==> config.mk <==
export PLATFORM = sky130hd
export DESIGN_NAME = imem_loader
export DESIGN_NICKNAME = d
export VERILOG_FILES = /design/src/rtl/imem_loader.sv
export SDC_FILE = /design/constraint.sdc
export NUM_CORES = 1
export LEC_CHECK = 0
export CAP_MARGIN = 40
export CORE_MARGIN = 2
export CORE_UTILIZATION = 30
export CTS_CLUSTER_SIZE = 24
export DETAILED_ROUTE_END_ITERATION = 8
export PLACE_DENSITY = 0.51
export SLEW_MARGIN = 20
export SYNTH_ARGS = -nofsm -noshare
export SYNTH_HDL_FRONTEND = slang
export SYNTH_SLANG_ARGS = --single-unit
export TNS_END_PERCENT = 5
==> constraint.sdc <==
create_clock -name clk -period 6.2 [get_ports clk]
set_input_delay 0.93 -clock clk [delete_from_list [all_inputs] [get_ports clk]]
set_output_delay 0.93 -clock clk [all_outputs]
set_load 0.005 [all_outputs]
==> src/rtl/imem_loader.sv <==
// Boot-time byte-stream loader: assembles little-endian words into instruction memory
// and holds the core in reset until the image is written. Optional trailer check: LOADER_CHECKSUM_EN.
module imem_loader #(
  parameter int ADDR_W = 8
) (
  input  logic              clk,
  input  logic              reset,
  input  logic              start,
  input  logic              in_valid,
  input  logic [7:0]        in_data,
  output logic              in_ready,
  output logic              imem_we,
  output logic [ADDR_W-1:0] imem_addr,
  output logic [31:0]       imem_wdata,
  output logic              core_reset,
  output logic              busy,
  output logic              done,
  output logic              err
);

  typedef enum logic [2:0] {
    S_IDLE, S_HDR0, S_HDR1, S_DATA, S_CSUM, S_FLUSH, S_RUN, S_ERR
  } state_t;

  localparam logic [16:0] DEPTH = 17'd1 << ADDR_W;
`ifdef LOADER_CHECKSUM_EN
  localparam state_t S_AFTER_DATA = S_CSUM;
`else
  localparam state_t S_AFTER_DATA = S_FLUSH;
`endif

  state_t              state_q, state_d;
  logic [15:0]         n_q, n_d;
  logic [ADDR_W:0]     widx_q, widx_d;
  logic [1:0]          bidx_q, bidx_d;
  logic [23:0]         buf_q, buf_d;
  logic [7:0]          csum_q, csum_d;
  logic                we_q, we_d;
  logic [ADDR_W-1:0]   addr_q, addr_d;
  logic [31:0]         wdata_q, wdata_d;
  logic                done_q, done_d;
  logic                in_ready_q, in_ready_d;
  logic                core_reset_q, core_reset_d;
  logic                busy_q, busy_d;
  logic                err_q, err_d;
  logic                xfer;
  logic [15:0]         n_full;
  logic                last_word;

  assign xfer      = in_valid && in_ready_q;
  assign n_full    = {in_data, n_q[7:0]};
  assign last_word = (16'(widx_q) + 16'd1) == n_q;

  // Next-state, datapath and registered-output decode
  always_comb begin
    state_d  = state_q;
    n_d      = n_q;
    widx_d   = widx_q;
    bidx_d   = bidx_q;
    buf_d    = buf_q;
    csum_d   = csum_q;
    we_d     = 1'b0;
    addr_d   = addr_q;
    wdata_d  = wdata_q;
    done_d   = 1'b0;

    case (state_q)
      S_IDLE, S_RUN, S_ERR: begin
        if (start) begin
          state_d = S_HDR0;
          widx_d  = '0;
          bidx_d  = 2'd0;
          csum_d  = 8'd0;
        end else begin
          state_d = state_q;
        end
      end
      S_HDR0: begin
        if (xfer) begin
          n_d[7:0] = in_data;
          state_d  = S_HDR1;
        end else begin
          state_d = S_HDR0;
        end
      end
      S_HDR1: begin
        if (xfer) begin
          n_d = n_full;
          if (17'(n_full) > DEPTH) begin
            state_d = S_ERR;
          end else if (n_full == 16'd0) begin
            state_d = S_AFTER_DATA;
          end else begin
            state_d = S_DATA;
          end
        end else begin
          state_d = S_HDR1;
        end
      end
      S_DATA: begin
        if (xfer) begin
          csum_d = csum_q ^ in_data;
          bidx_d = bidx_q + 2'd1;
          case (bidx_q)
            2'd0: buf_d[7:0]   = in_data;
            2'd1: buf_d[15:8]  = in_data;
            2'd2: buf_d[23:16] = in_data;
            default: begin
              we_d    = 1'b1;
              addr_d  = widx_q[ADDR_W-1:0];
              wdata_d = {in_data, buf_q};
              widx_d  = widx_q + (ADDR_W+1)'(1);
              state_d = last_word ? S_AFTER_DATA : S_DATA;
            end
          endcase
        end else begin
          state_d = S_DATA;
        end
      end
`ifdef LOADER_CHECKSUM_EN
      S_CSUM: begin
        if (xfer) begin
          state_d = (in_data == csum_q) ? S_FLUSH : S_ERR;
        end else begin
          state_d = S_CSUM;
        end
      end
`endif
      S_FLUSH: begin
        state_d = S_RUN;
        done_d  = 1'b1;
      end
      default: state_d = S_IDLE;
    endcase

    in_ready_d   = state_d inside {S_HDR0, S_HDR1, S_DATA, S_CSUM};
    busy_d       = state_d inside {S_HDR0, S_HDR1, S_DATA, S_CSUM, S_FLUSH};
    core_reset_d = state_d != S_RUN;
    err_d        = state_d == S_ERR;
  end

  // State and output registers with synchronous reset
  always_ff @(posedge clk) begin
    if (reset) begin
      state_q      <= S_IDLE;
      n_q          <= 16'd0;
      widx_q       <= '0;
      bidx_q       <= 2'd0;
      buf_q        <= 24'd0;
      csum_q       <= 8'd0;
      we_q         <= 1'b0;
      addr_q       <= '0;
      wdata_q      <= 32'd0;
      done_q       <= 1'b0;
      in_ready_q   <= 1'b0;
      core_reset_q <= 1'b1;
      busy_q       <= 1'b0;
      err_q        <= 1'b0;
    end else begin
      state_q      <= state_d;
      n_q          <= n_d;
      widx_q       <= widx_d;
      bidx_q       <= bidx_d;
      buf_q        <= buf_d;
      csum_q       <= csum_d;
      we_q         <= we_d;
      addr_q       <= addr_d;
      wdata_q      <= wdata_d;
      done_q       <= done_d;
      in_ready_q   <= in_ready_d;
      core_reset_q <= core_reset_d;
      busy_q       <= busy_d;
      err_q        <= err_d;
    end
  end

  assign in_ready   = in_ready_q;
  assign imem_we    = we_q;
  assign imem_addr  = addr_q;
  assign imem_wdata = wdata_q;
  assign core_reset = core_reset_q;
  assign busy       = busy_q;
  assign done       = done_q;
  assign err        = err_q;

endmodule
==> flow_summary.yaml <==
synthesis:
  ys_dominant_reg_cell: "sky130_fd_sc_hd__dfxtp_1"
  synthesis.yosys.warnings: 0
  synth_largest_area_cell: "sky130_fd_sc_hd__dfxtp_1"
  synthDominantCellAreaShare_pct: 48.8
  cells_after_synth: 478
  synth.area.top_cells: "sky130_fd_sc_hd__dfxtp_1 (49%), sky130_fd_sc_hd__mux2i_1 (9.8%), sky130_fd_sc_hd__nand2_1 (8.5%)"
  synthTopCellsByCount: "sky130_fd_sc_hd__dfxtp_1 (100), sky130_fd_sc_hd__nand2_1 (93), sky130_fd_sc_hd__nor2_1 (61)"
  syn-num-nets: 495
  synth.distinct_cells: 46
  async_reset_ff_share_pct: 0
  synth-edff-count: 0
  yosys_register_bits: 100
  postSynthAreaPerCell_um2: 8.58
  synth.yosys.seq_area_share_pct: 48.8
  most_frequent_cell_after_synthesis: "sky130_fd_sc_hd__dfxtp_1"
  syn_area_um2: 4100
grt:
  pin_count_of_the_biggest_net_entering_global_routing: 77
  number_of_global_route_vias_before_repair: 3194
  antenna_found_initial: 0
  track_usage_pct: 14.5
  globalRoute.totalOverflow: 0
  grt_first_pass_wirelength_um: 16500
worst_setup_path:
  path_buf_inv: 1
  timing.reg2reg.worst_path_depth: 6
  worst-r2r-setup-slack_ns: 3.44
  critical_setup_path_kind: "input pin to register"
  crit_path_cell_trace: "clkdlybuf4s50_1 -> or4_1 -> nand4b_1 -> o22ai_1 -> or3b_1 -> o21ai_1 -> nor4_1"
  worst_path_dominant_cell_family: "simple AND/OR/NAND/NOR gates"
  timing.critical_path.depth: 7
  critical-path-slowest-cell: "sky130_fd_sc_hd__clkdlybuf4s50_1"
  critPathMaxStageDelay_ns: 0.63
  critPathArrivalTime_ns: 3.28
  cp_max_fo: 8
  critPathCaptureType: "register"
  worst_setup_path_start_kind: "input pin"
  critical_path_required_ns: 6.42
drt:
  dr.first_iter.drc_count: 261
  wl_um: 10300
  drcViolationCount: 0
  vias_per_cell: 4.83
  number_of_routed_nets_with_antenna_violations: 0
  wl_cell_um: 14.7
  drtPass1Iterations: 4
  via_count: 3389
cells_and_area:
  antenna_cells: 0
  drive_above_1_share_pct: 4.56
  areaGrowthSynthToFinish_pct: 24.1
  fin_nets: 539
floorplanning:
  num_rows: 42
  die_w_um: 121
  core_um2: 13300
  die_h_um: 121
  start_util_pct: 30.8
  die_area_um2: 14600
  floorplan.io_pins: 58
power_and_ir_drop:
  seq_power_share_pct: 53.0
  switching_share_pct: 23.4
  power.leakage_nw: 1.87
  switching_power_of_the_nets_uw: 288
  clkPwrFrac_pct: 42.0
  power.density_cell_area_nw_per_um2: 241
  internal_power_uw: 941
  power.share.combinational_pct: 4.9
  vdd.ir_drop.worst_mv: 0.114
timing:
  timing.final.crit_period_ns: 3.06
  final_max_slew_viol_count: 0
  layout_setup_ws_ns: 3.14
  max-slew-margin-rel_pct: 49.6
  setup-tns-final_ns: 0
  grt_setup_unrepaired: "no"
  report.final.hold_viol_count: 0
  fmaxAchievable_mhz: 327
  final_min_period_over_clock_period_pct: 49.4
  endpoints_failing_setup: 0
  worst_slew_pin_slew_ns: 0.751
  skew_ns: 0.00836
clock_tree:
  cts.root.buffer_cell: "sky130_fd_sc_hd__clkbuf_16"
  ctsHtreeMaxLevel: 3
  numClockSinks: 100
  number_of_buffers_on_the_longest_clock_path: 2
  cts_tree: "yes"
  cts_inserted_buffers: 9
  ctsResizeCount: 0
  worst_setup_hold_path_clk_slew_ns: 0.07
  holdBufCountCts: 0
  post-cts-setup-buffer-count: 0
  clk_latency_ns: 0.35
place:
  portBuffers: 57
  globalplace.congestion: 0.771
  pre_cts_ws_ns: 2.78
  detailed_place_hpwl_um: 6710
min_path:
  hp-class: "register to register"
  hold-path-cell-count: 2
status:
  outcome: "completed"
run:
  max_cap_violations: 0
## flip-flops by register name, summed over array words and instances, names as in the netlist, 2 cells and up
register	flops
bidx_q	2
buf_q	24
imem_addr	8
imem_wdata	32
n_q	16
state_q	3
widx_q	9
## worst register-to-register path, cell delays in order (launching register included)
cell and delay (ns):
sky130_fd_sc_hd__dfxtp_1 0.58, sky130_fd_sc_hd__nand3b_1 0.50, sky130_fd_sc_hd__nor2_1 0.60, sky130_fd_sc_hd__nand2_1 0.14, sky130_fd_sc_hd__buf_4 0.31, sky130_fd_sc_hd__or3_1 0.41, sky130_fd_sc_hd__a21oi_1 0.15
## power groups by stage
stage	registers, mW	logic [mW]	clock network, mW
4_1_cts	0.652	0.0594	0.533
3_5_place_dp	0.666	0.0591	0
6_report	0.652	0.0607	0.516
3_3_place_gp	0.666	0.0560	0
5_1_grt	0.652	0.0650	0.554
2_1_floorplan	0.664	0.0328	0
## kinds of logic (layout without fill, tap and decap cells)
logic type | Yosys count | after routing | share of synthesized area [%]
AOI/OAI and AO/OA | 85 | 85 | 11.5
and+or+nand+nor | 203 | 203 | 22.5
DFF | 100 | 100 | 48.8
xor gates and xnor gates | 11 | 11 | 2.35
muxes | 40 | 40 | 9.77
adders and majority gates | 5 | 5 | 1.53
buffers and inverters | 34 | 82 | 3.48
## final cells by class
class	instances	area, µm²
multi-input cells	344	1950
well taps	176	220
clock inverters	5	37.5
repair buffers	63	631
inverters	4	15.0
clock buffers	10	229
fillers	1301	8210
flip-flops and latches	100	2000
## through the flow
| step | hold slack [ns] | total power [mW] | std cells | util (%) | instance area [µm²] |
|---|---|---|---|---|---|
| floorplan | 0.432 | 0.697 | 478 | - | 4100 |
| global placement | 0.437 | 0.723 | 685 | 36.0 | 4790 |
| detailed placement | 0.445 | 0.726 | 686 | 36.2 | 4810 |
| CTS | 0.456 | 1.24 | 701 | 38.2 | 5080 |
| global route | 0.473 | 1.27 | 702 | 38.3 | 5090 |
| finish | 0.451 | 1.23 | 702 | 38.3 | 5090 |
## path summary, 6_finish.rpt
check | from | end
setup / recovery | in_data[4] | err$_SDFF_PP0_
setup reg to reg | state_q[1]$_SDFF_PP0_ | widx_q[5]$_SDFFE_PP0P_
hold reg to reg | buf_q[15]$_SDFFE_PP0P_ | imem_wdata[15]$_SDFFE_PP0P_
hold / removal | buf_q[15]$_SDFFE_PP0P_ | imem_wdata[15]$_SDFFE_PP0P_
## layer usage
metal	vias to the layer above	wire [µm]	part of all wire [%]	track usage (%)
met5	-	0	0	0
met4	0	228	2.2	6.54
met3	15	340	3.3	2.30
met2	53	4530	44	21.1
met1	1605	5250	51	20.8
li1	1716	-	-	-
## placed cells by master (no fill, tap or decap), drive strengths merged, types with 10 or more instances in the layout
master         count
a21oi             59
clkbuf            11
clkdlybuf4s50     56
dfxtp            100
mux2i             40
nand2             93
nor2              61
o21ai             10
(Power assumes the default switching activity.)
